## config.mk

```make
export PLATFORM = sky130hd
export DESIGN_NAME = wb_port_arbiter
export DESIGN_NICKNAME = d
export VERILOG_FILES = /design/src/rtl/wb_port_arbiter.sv
export SDC_FILE = /design/constraint.sdc
export NUM_CORES = 1
export LEC_CHECK = 0
export CORE_AREA = 2 2 207 209
export CTS_CLUSTER_DIAMETER = 150
export DETAILED_ROUTE_END_ITERATION = 7
export DIE_AREA = 0 0 209 211
export DONT_BUFFER_PORTS = 1
export PLACE_DENSITY_LB_ADDON = 0.15
export RECOVER_POWER = 100
export SLEW_MARGIN = 20
export SYNTH_ARGS = -nofsm -noshare
export SYNTH_HDL_FRONTEND = slang
export SYNTH_SLANG_ARGS = --single-unit
export TNS_END_PERCENT = 1
```

## constraint.sdc

```tcl
create_clock -name clk_i -period 16.5 [get_ports clk_i]
set_input_delay 3.3 -clock clk_i [delete_from_list [all_inputs] [get_ports clk_i]]
set_output_delay 3.3 -clock clk_i [all_outputs]
set_load 0.02 [all_outputs]
```

## src/rtl/wb_port_arbiter.sv

```systemverilog
// Shares one registered scoreboard writeback port among NrReq variable-latency units, one holding slot each.
// Latency: result accepted at edge n is granted in cycle n+1 and shows on wb_valid_o in cycle n+2.
// Backpressure: req_ready_o high when the slot is free or being drained this cycle, low during flush_i.
// Build option: WB_ARB_FIXED_PRIO_EN selects fixed priority (lowest index wins) instead of round-robin.
module wb_port_arbiter #(
    parameter int NrReq       = 3,
    parameter int TransIdBits = 3,
    parameter int DataW       = 64
) (
    input  logic                                 clk_i,
    input  logic                                 rst_i,
    input  logic                                 flush_i,
    input  logic [NrReq-1:0]                     req_valid_i,
    output logic [NrReq-1:0]                     req_ready_o,
    input  logic [NrReq-1:0][TransIdBits-1:0]    req_trans_id_i,
    input  logic [NrReq-1:0][DataW-1:0]          req_data_i,
    input  logic [NrReq-1:0]                     req_ex_valid_i,
    input  logic [NrReq-1:0][DataW-1:0]          req_ex_cause_i,
    output logic                                 wb_valid_o,
    output logic [TransIdBits-1:0]               wb_trans_id_o,
    output logic [DataW-1:0]                     wb_data_o,
    output logic                                 wb_ex_valid_o,
    output logic [DataW-1:0]                     wb_ex_cause_o,
    output logic [$clog2(NrReq)-1:0]             wb_grant_idx_o,
    output logic                                 conflict_o
);

    localparam int IdxW = $clog2(NrReq);

    typedef struct packed {
        logic [TransIdBits-1:0] trans_id;
        logic [DataW-1:0]       data;
        logic                   ex_valid;
        logic [DataW-1:0]       ex_cause;
    } entry_t;

    entry_t           held [NrReq];
    logic [NrReq-1:0] occ;
    logic [NrReq-1:0] gnt;
    logic [NrReq-1:0] acc;
    logic             gnt_any;
    logic [IdxW-1:0]  gnt_idx;
    logic [IdxW-1:0]  cand;

    entry_t           wb_q;
    logic             wb_vld_q;
    logic [IdxW-1:0]  wb_idx_q;
    logic             conflict_q;

`ifndef WB_ARB_FIXED_PRIO_EN
    logic [IdxW-1:0]  ptr;
`endif

    // First occupied slot in search order wins; order starts at ptr in round-robin mode.
    always_comb begin
        gnt_any = 1'b0;
        gnt_idx = '0;
        cand    = '0;
        gnt     = '0;
        for (int k = 0; k < NrReq; k++) begin
`ifdef WB_ARB_FIXED_PRIO_EN
            cand = IdxW'(k);
`else
            cand = IdxW'((int'(ptr) + k) % NrReq);
`endif
            if (!gnt_any && occ[cand]) begin
                gnt_any = 1'b1;
                gnt_idx = cand;
            end
        end
        if (gnt_any) begin
            gnt[gnt_idx] = 1'b1;
        end
    end

    assign req_ready_o = {NrReq{!flush_i}} & (~occ | gnt);
    assign acc         = req_valid_i & req_ready_o;

    always_ff @(posedge clk_i) begin
        if (rst_i) begin
            occ <= '0;
        end else if (flush_i) begin
            occ <= '0;
        end else begin
            for (int i = 0; i < NrReq; i++) begin
                if (acc[i]) begin
                    occ[i] <= 1'b1;
                end else if (gnt[i]) begin
                    occ[i] <= 1'b0;
                end
            end
        end
    end

    // Holding payload is qualified by occ, so it needs no reset.
    always_ff @(posedge clk_i) begin
        for (int i = 0; i < NrReq; i++) begin
            if (acc[i]) begin
                held[i] <= '{trans_id: req_trans_id_i[i],
                             data:     req_data_i[i],
                             ex_valid: req_ex_valid_i[i],
                             ex_cause: req_ex_cause_i[i]};
            end
        end
    end

    always_ff @(posedge clk_i) begin
        if (rst_i) begin
            wb_q       <= '0;
            wb_vld_q   <= 1'b0;
            wb_idx_q   <= '0;
            conflict_q <= 1'b0;
        end else begin
            conflict_q <= ($countones(occ) > 1);
            if (!flush_i && gnt_any) begin
                wb_q     <= held[gnt_idx];
                wb_vld_q <= 1'b1;
                wb_idx_q <= gnt_idx;
            end else begin
                wb_vld_q <= 1'b0;
            end
        end
    end

`ifndef WB_ARB_FIXED_PRIO_EN
    always_ff @(posedge clk_i) begin
        if (rst_i) begin
            ptr <= '0;
        end else if (!flush_i && gnt_any) begin
            ptr <= (gnt_idx == IdxW'(NrReq - 1)) ? '0 : gnt_idx + IdxW'(1);
        end
    end
`endif

    assign wb_valid_o     = wb_vld_q;
    assign wb_trans_id_o  = wb_q.trans_id;
    assign wb_data_o      = wb_q.data;
    assign wb_ex_valid_o  = wb_q.ex_valid;
    assign wb_ex_cause_o  = wb_q.ex_cause;
    assign wb_grant_idx_o = wb_idx_q;
    assign conflict_o     = conflict_q;

endmodule

```

Word-level counts from Yosys, hierarchy flattened

Memories as Yosys holds them, arrays and structs flattened. A register that Yosys moved wholly into a read port is not among the register bits.
Cells that the tools add are included.

Bits in registers: 9
Bits in latches: 0
RAM bits: 396
ROM bits: 0
Bits of input ports: 402
Output and inout bits: 139
Word-level logic and storage cells: 67
Memories: 1

Memories:

| name | words | width | read ports | clocked after Yosys merged registers in | wr ports | line | text |
|---|---|---|---|---|---|---|---|
| held | 3     | 132   | 1          | 1                                       | 3        | 37   | `entry_t held [NrReq];` |

Add/subtract/negate cells: 5
Multipliers: 0
Div/mod/pow operators: 3
Magnitude comparators: 6
Eq/ne operators: 1
Shift-type cells: 0
Mux-type cells: 29
Bitwise operators: 4
Reduce and logical (&&, ||, !) cells: 11

Operators with widths:

| kind                                                          | number |
|---|---|
| modulo 32 x 3 -> 32 bit, second input constant                | 2 |
| modulo 3 x 3 -> 32 bit, second input constant                 | 1 |
| 2-to-1 mux 1 bit                                              | 20 |
| less-than comparator 2 x 3 -> 1 bit, second input constant    | 4 |
| 2-to-1 mux 2 bit                                              | 4 |
| bitwise AND 3 bit                                             | 2 |
| binary-select mux 1 bit (select 2 bit)                        | 3 |
| nonzero test 2 bit                                            | 3 |
| logical AND 1 bit                                             | 4 |
| adder 2 x 1 -> 3 bit                                          | 1 |
| adder 2 x 1 -> 3 bit, second input constant                   | 1 |
| adder 2 x 2 -> 3 bit, second input constant                   | 1 |
| greater-than comparator 3 x 1 -> 1 bit, second input constant | 1 |
| zero test 1 bit                                               | 3 |
| 2-to-1 mux 3 bit                                              | 1 |
| inverter 3 bit                                                | 1 |
| bitwise OR 3 bit                                              | 1 |
| adder 1 x 1 -> 2 bit                                          | 1 |
| adder 2 x 1 -> 2 bit, second input constant                   | 1 |
| demux 1 bit (select 2 bit)                                    | 1 |
| == test 2 bit, second input constant                          | 1 |
| >= comparator 2 x 1 -> 1 bit, second input constant           | 1 |
| OR reduction 2 bit                                            | 1 |

Longest topological paths before layout

Gate-level depths: netlist (run 1).

Depth after elaboration: 20
Mapped depth: 12
Depth with buffers taken out: 8

Worst setup path before layout (run 1)

No wires, ideal clock.

Path kind: in2reg
Start point: input flush_i
End point: memory held[0][0] in the netlist's numbering (enable)
Library setup time: 0.812 ns
Arrival time: 13.117 ns
Required time: 15.688 ns
Path slack: 2.571 ns
Stages: 2
Buffers on the path: 1
Cells stage by stage: clkbuf_1 -> nor3b_1

RTL lines:

| element            | line | text |
|---|---|---|
| start: declaration | 12   | `input logic flush_i,` |
| end: declaration   | 37   |  |

==> summary.md, run 1 <==
| Metric | Value |
|---|---|
| Outcome | finished, violations left |
| Failing checks | capacitance limit, slew limit |
| CTS Hold Bufs | 0 |
| Via count | 10986 |
| GR Overflow Total | 0 |
| Max VDD drop | 107.5 uV |
| Slowest cell on crit path | and2_0 |
| Final core utilization | 51.36% |
| Startpoint types | primary input |
| Bufs and invs on worst path | 1 |
| Ranking of synthesized cells by area | edfxtp_1 (61%), dfxtp_1 (14%), a221oi_2 (4.6%) |
| CTS Buf Count | 54 |
| Pin count of the biggest net entering global routing | 140 |
| Number of distinct library cells after synthesis | 42 |
| DRT Wirelength | 52130 um |
| WL/cell | 28.61 um |
| RSZ-0062 raised after global routing | false |
| Post-DP HPWL | 31880 um |
| Final min period | 10500 ps |
| Synth Flop Type | edfxtp_1 |
| Static Leak | 7.515 nW |
| Cell Area, Synth | 19500 um2 |
| CP top delay family | simple AND/OR/NAND/NOR gates |
| Worst hold margin | 499.4 ps |
| DRT antenna net count | 0 |
| Max-cap viol count | 14 |
| Fmax | 95.24 MHz |
| # setup viols final | 0 |
| Worst Hold Class | flop to flop |
| Crit-path cells | a21oi_1 > and2_0 > clkbuf_1 |
| CTS resizes | 0 |
| Nets | 1634 |
| Synthesized flop and latch total | 537 |
| Share of the synthesized area in the top cell type | 60.99% |
| Ports | 541 |
| Measured slew at the worst slew-check pin | 4780 ps |
| Iter 0 DRT Violations | 884 |
| Crit end category | flop |
| Total track usage | 22.88% |
| Die height | 211 um |
| First-pass GRT wire length | 74820 um |
| # DRC | 0 |
| Final Total Pwr | 3.111 mW |
| Clock tree buffer depth | 3 |
| Initial cell density of the core | 46.69% |
| TNS Setup | 0 ps |
| Post-synthesis sequential area ratio | 75.47% |
| Share of layout cells above drive strength 1 | 10.61% |
| Area growth, synth to finish | 10.01% |
| Critical path peak fanout | 70 |
| Post-CTS Setup Repair Bufs | 0 |
| Clock transition at the registers of the reported paths | 50 ps |
| Rows | 75 |
| Tcrit/Tclk final | 63.63% |
| DIE AREA | 44100 um2 |
| Cell count after placement | 1710 |
| Most frequent cells in the layout | edfxtp_1 (396), dfxtp_1 (141), nand2_1 (110) |
| Clk_skew | 16.12 ps |
| Pre-antenna DRT Iters | 4 |
| Num Clock Sinks | 537 |
| Fin. Hold Viols | 0 |
| Crit-path max cell delay | 3460 ps |
| GPL Wtd Cong | 0.8191 |
| Fraction of registers with async set or reset after synthesis | 0% |
| Clock root cell | clkbuf_16 |
| Post-synth EDFFs | 396 |
| PwrDens | 145.0 nW/um2 |
| Clk Latency, worst-skew pair | 590 ps |
| Yosys top cell by area | edfxtp_1 |
| TritonCTS clock tree | yes |
| Antenna violations before repair | 24 |
| Rel. slew slack | -218.7% |
| Commonest non-fill, non-tap cell in the layout | edfxtp_1 |
| DIE WIDTH | 209 um |
| Vias in the first global route | 10966 |
| Setup CP Type | primary input to flop |
| Via density | 6.030 |
| Yosys warnings | 0 |
| Non-Filler Instances | 1822 |
| CP arrival | 10590 ps |
| Syn_area_per_cell | 15.62 um2 |
| CTS H-tree lvls | 2 |
| Max Slew Vio Count | 706 |
| Core area | 41760 um2 |
| Synth Instances | 1248 |
| Port Buffers | 0 |
| Worst Path Required | 16590 ps |
| Syn_nets | 1655 |
[kinds of logic after synthesis]
logic type               count (synthesis)  synth area share, %
AO/OA/AOI/OAI                          311                14.07
adder cells (fa/ha/maj)                  5               0.3209
buffers and inverters                   98                2.471
flip-flops                             537                75.47
multiplexers                             3               0.1604
AND/OR/NAND/NOR                        294                7.509
[path summary, 6_finish.rpt]
check,from,endpoint,slack (ps),cells past startpoint
min reg2reg,ptr[0],ptr[0],500,2
max,flush_i,held[2][39],6000,3
min,ptr[0],ptr[0],500,2
max reg2reg,ptr[0],held[2][39],6830,9
[cell usage after synthesis (all sizes together), types with 2 or more instances]
library cell and n:
edfxtp 396, dfxtp 141, nand2 110, a221oi 107, nand2b 70, a22oi 68
buf 52, a31oi 50, nor2 46, clkbuf 43, a211oi 39, nor2b 32
and2 27, o22ai 25, a21oi 9, ha 5, inv 3, nor3 3
o21a 3, a21boi 2, mux2i 2, o21ai 2
[sequential cells by signal, summed over array words and instances (netlist names)]
name and cells:
ptr 2, wb_ex_cause_o 64, wb_trans_id_o 3, wb_ex_valid_o 1
held 396, wb_grant_idx_o 2, wb_valid_o 1, conflict_o 1
occ 3, wb_data_o 64
[where the power goes]
part / internal [mW] / switching (mW) / total, mW / leakage, nW
Combinational: 0.0892 / 0.177 / 0.266 / 1.83
Clock: 0.684 / 0.498 / 1.18 / 0.834
Sequential: 1.55 / 0.107 / 1.66 / 4.85
Total: 2.33 / 0.783 / 3.11 / 7.52
[cell type report]
| class | count | area (um2) |
|---|---|---|
| fillers | 3453 | 20310 |
| flip-flops and latches | 537 | 14710 |
| multi-input cells | 613 | 4207 |
| clock buffers | 81 | 1564 |
| well taps | 539 | 674.4 |
| clock inverters | 20 | 152.6 |
| repair buffers | 18 | 97.59 |
| diodes | 11 | 27.53 |
| inverters | 3 | 11.26 |
[worst register-to-register path, cell delays in order, from the launching register on]
cell and delay, ps:
dfxtp_1 370, inv_1 80, ha_1 380, nor2b_1 180, o21a_1 220, o31a_1 310, buf_4 250, a21oi_1 520
and2_0 3460, clkbuf_1 3290
[metal layers]
layer	GRT usage (%)	up-vias	wire length, um
met5	0	-	153
met3	8.266	104	4812
met1	27.44	5563	19470
li1	-	4824	-
met2	38.14	473	26340
met4	8.276	22	1348
[through the flow]
step                worst slack (ps)  area, um2
floorplan                       2571      19500
global placement                9493      19890
detailed placement              9480      19890
CTS                             9476      21600
global route                    5325      21440
finish                          6000      21450
Note: power is estimated with default switching activity, not from simulation.
==> run 2: changes to the inputs <==
Settings changed: CORE_AREA 2 2 207 209 to 2 2 212 214, DIE_AREA 0 0 209 211 to 0 0 214 216.
Clock period 16.5 ns to 8.6 ns, I/O delays scaled along.
==> run 2 against run 1 <==
The run still ends with capacitance limit, slew limit left. Final area is 1.2% higher. Clock power increased by 97%. Die area grew 4.8%. First-iteration DRC count decreased by 16%. Clock skew is 6.3 ps lower. Sequential share of layout area fell by 0.81 points. Combinational power rose by 94%. Highest routed layer unchanged.
==> summary.md, run 2 (synthesis gave the netlist of run 1 again) <==
| Metric | Value |
|---|---|
| Outcome | finished, violations left |
| Failing checks | capacitance limit, slew limit |
| DRT Wirelength | 53840 um (+3.3%) |
| Tcrit/Tclk final | 74.91% |
| Num Clock Sinks | 537 (unchanged) |
| Commonest non-fill, non-tap cell in the layout | edfxtp_1 |
| Pre-antenna DRT Iters | 5 (+1) |
| Final min period | 6443 ps |
| Non-Filler Instances | 1881 (+3.2%) |
| Clock transition at the registers of the reported paths | 60 ps (about the same) |
| Rows | 77 (+2.7%) |
| Clk Latency, worst-skew pair | 580 ps (about the same) |
| Max-cap viol count | 8 (-6) |
| Setup CP Type | flop to flop |
| # DRC | 0 (unchanged) |
| PwrDens | 277.7 nW/um2 (+91%) |
| First-pass GRT wire length | 77760 um (+3.9%) |
| Clk_skew | 9.821 ps (-6.300 ps) |
| Top reg by flops | held |
| Post-DP HPWL | 33340 um (+4.6%) |
| Cell count after placement | 1762 (+3.0%) |
| GPL Wtd Cong | 0.8722 (+6.5%) |
| Crit-path max cell delay | 2060 ps (-1400 ps) |
| Fmax | 155.2 MHz |
| CTS Hold Bufs | 0 (unchanged) |
| Max reg flops | 396 (unchanged) |
| Iter 0 DRT Violations | 744 (-16%) |
| Static Leak | 7.609 nW (+1.2%) |
| Max VDD drop | 180.2 uV (+68%) |
| Fin. Hold Viols | 0 (unchanged) |
| CP arrival | 6650 ps (-3940 ps) |
| DIE AREA | 46220 um2 (+4.8%) |
| CTS resizes | 0 (unchanged) |
| TNS Setup | 0 ps (unchanged) |
| Worst hold margin | 502.8 ps (+3.408 ps) |
| Rel. slew slack | -136.8% (+82 points) |
| Most frequent cells in the layout | edfxtp_1 (396), dfxtp_1 (141), nand2_1 (110) |
| WL/cell | 28.62 um (about the same) |
| Crit end category | flop |
| Final Total Pwr | 6.027 mW (+94%) |
| Nets | 1633 (-0.061%) |
| DRT antenna net count | 0 (unchanged) |
| Worst Path Required | 8810 ps (-7780 ps) |
| Share of layout cells above drive strength 1 | 11.66% (+1.0 points) |
| Critical path peak fanout | 57 (-19%) |
| Port Buffers | 0 (unchanged) |
| Post-CTS Setup Repair Bufs | 0 (unchanged) |
| GR Overflow Total | 0 (unchanged) |
| DIE WIDTH | 214 um (+2.4%) |
| Core area | 43840 um2 (+5.0%) |
| Initial cell density of the core | 44.48% (-2.2 points) |
| CTS Buf Count | 54 (unchanged) |
| Total track usage | 22.64% (-0.24 points) |
| Max Slew Vio Count | 307 (-57%) |
| # setup viols final | 0 (unchanged) |
| Area growth, synth to finish | 11.33% |
| Crit-path cells | inv_1 > ha_1 > nor2b_1 > o21a_1 > o31a_1 > clkbuf_1 > a21oi_1 > and2_0 > buf_4 |
| Clock tree buffer depth | 3 (unchanged) |
| Measured slew at the worst slew-check pin | 3552 ps (-1229 ps) |
| Ports | 541 (unchanged) |
| Pin count of the biggest net entering global routing | 140 (unchanged) |
| CTS H-tree lvls | 2 (unchanged) |
| Vias in the first global route | 11230 (+2.4%) |
| RSZ-0062 raised after global routing | false |
| Worst Hold Class | flop to flop |
| Die height | 216 um (+2.4%) |
| Via density | 5.853 (-2.9%) |
| Clock root cell | clkbuf_16 |
| Antenna violations before repair | 32 (+33%) |
| TritonCTS clock tree | yes |
| Slowest cell on crit path | and2_0 |
| Startpoint types | flop |
| Via count | 11010 (+0.22%) |
| FILL cells | 3701 (+7.2%) |
## run 2: routing by layer
metal	share of wire, %	GRT usage [%]
met5	0.27	0
met4	2.3	6.830
met3	9.5	9.514
met2	50	37.90
met1	38	26.58
## run 2: where the power goes
part	internal [mW]	switching, mW	leakage, nW
Clock	1.38	0.944	0.845
Sequential	2.97	0.209	4.85
Combinational	0.165	0.351	1.91
Total	4.52	1.50	7.61
## run 2: area by class of cell
| class | count | area, um2 | area share, % |
|---|---|---|---|
| diodes | 20 | 50.05 | 0.2306 |
| clock buffers | 82 | 1508 | 6.946 |
| clock inverters | 17 | 236.5 | 1.089 |
| inverters | 3 | 11.26 | 0.05188 |
| multi-input cells | 613 | 4312 | 19.86 |
| flip-flops and latches | 537 | 14710 | 67.79 |
| well taps | 592 | 740.7 | 3.412 |
| repair buffers | 17 | 133.9 | 0.6168 |
## run 2: worst max-delay path, delay by kind of cell (launching register included)
kind	cells	cell delay (ps)
buffers and inverters	3	1620
DFF	1	380
AOI/OAI and AO/OA	3	1330
adders and majority gates	1	390
and+or+nand+nor	2	2240
## run 2: worst paths after layout
check | startpoint | to | slack (ps) | cells past startpoint
setup / recovery | ptr[0] | held[2][93] | 2160 | 9
hold / removal | ptr[0] | ptr[0] | 500 | 2
setup reg to reg | ptr[0] | held[2][93] | 2160 | 9
hold reg to reg | ptr[0] | ptr[0] | 500 | 2
## run 2: stage by stage
stage / cell area [um2] / setup slack, ps / utilization [%]
after global placement: 19980 / 3918 / 45.57
after CTS: 21720 / 3225 / 49.55
after global routing: 21690 / 1712 / 49.47
final: 21710 / 2157 / 49.52
after detailed placement: 19980 / 3800 / 45.57
after floorplan: 19500 / 964.1 / -
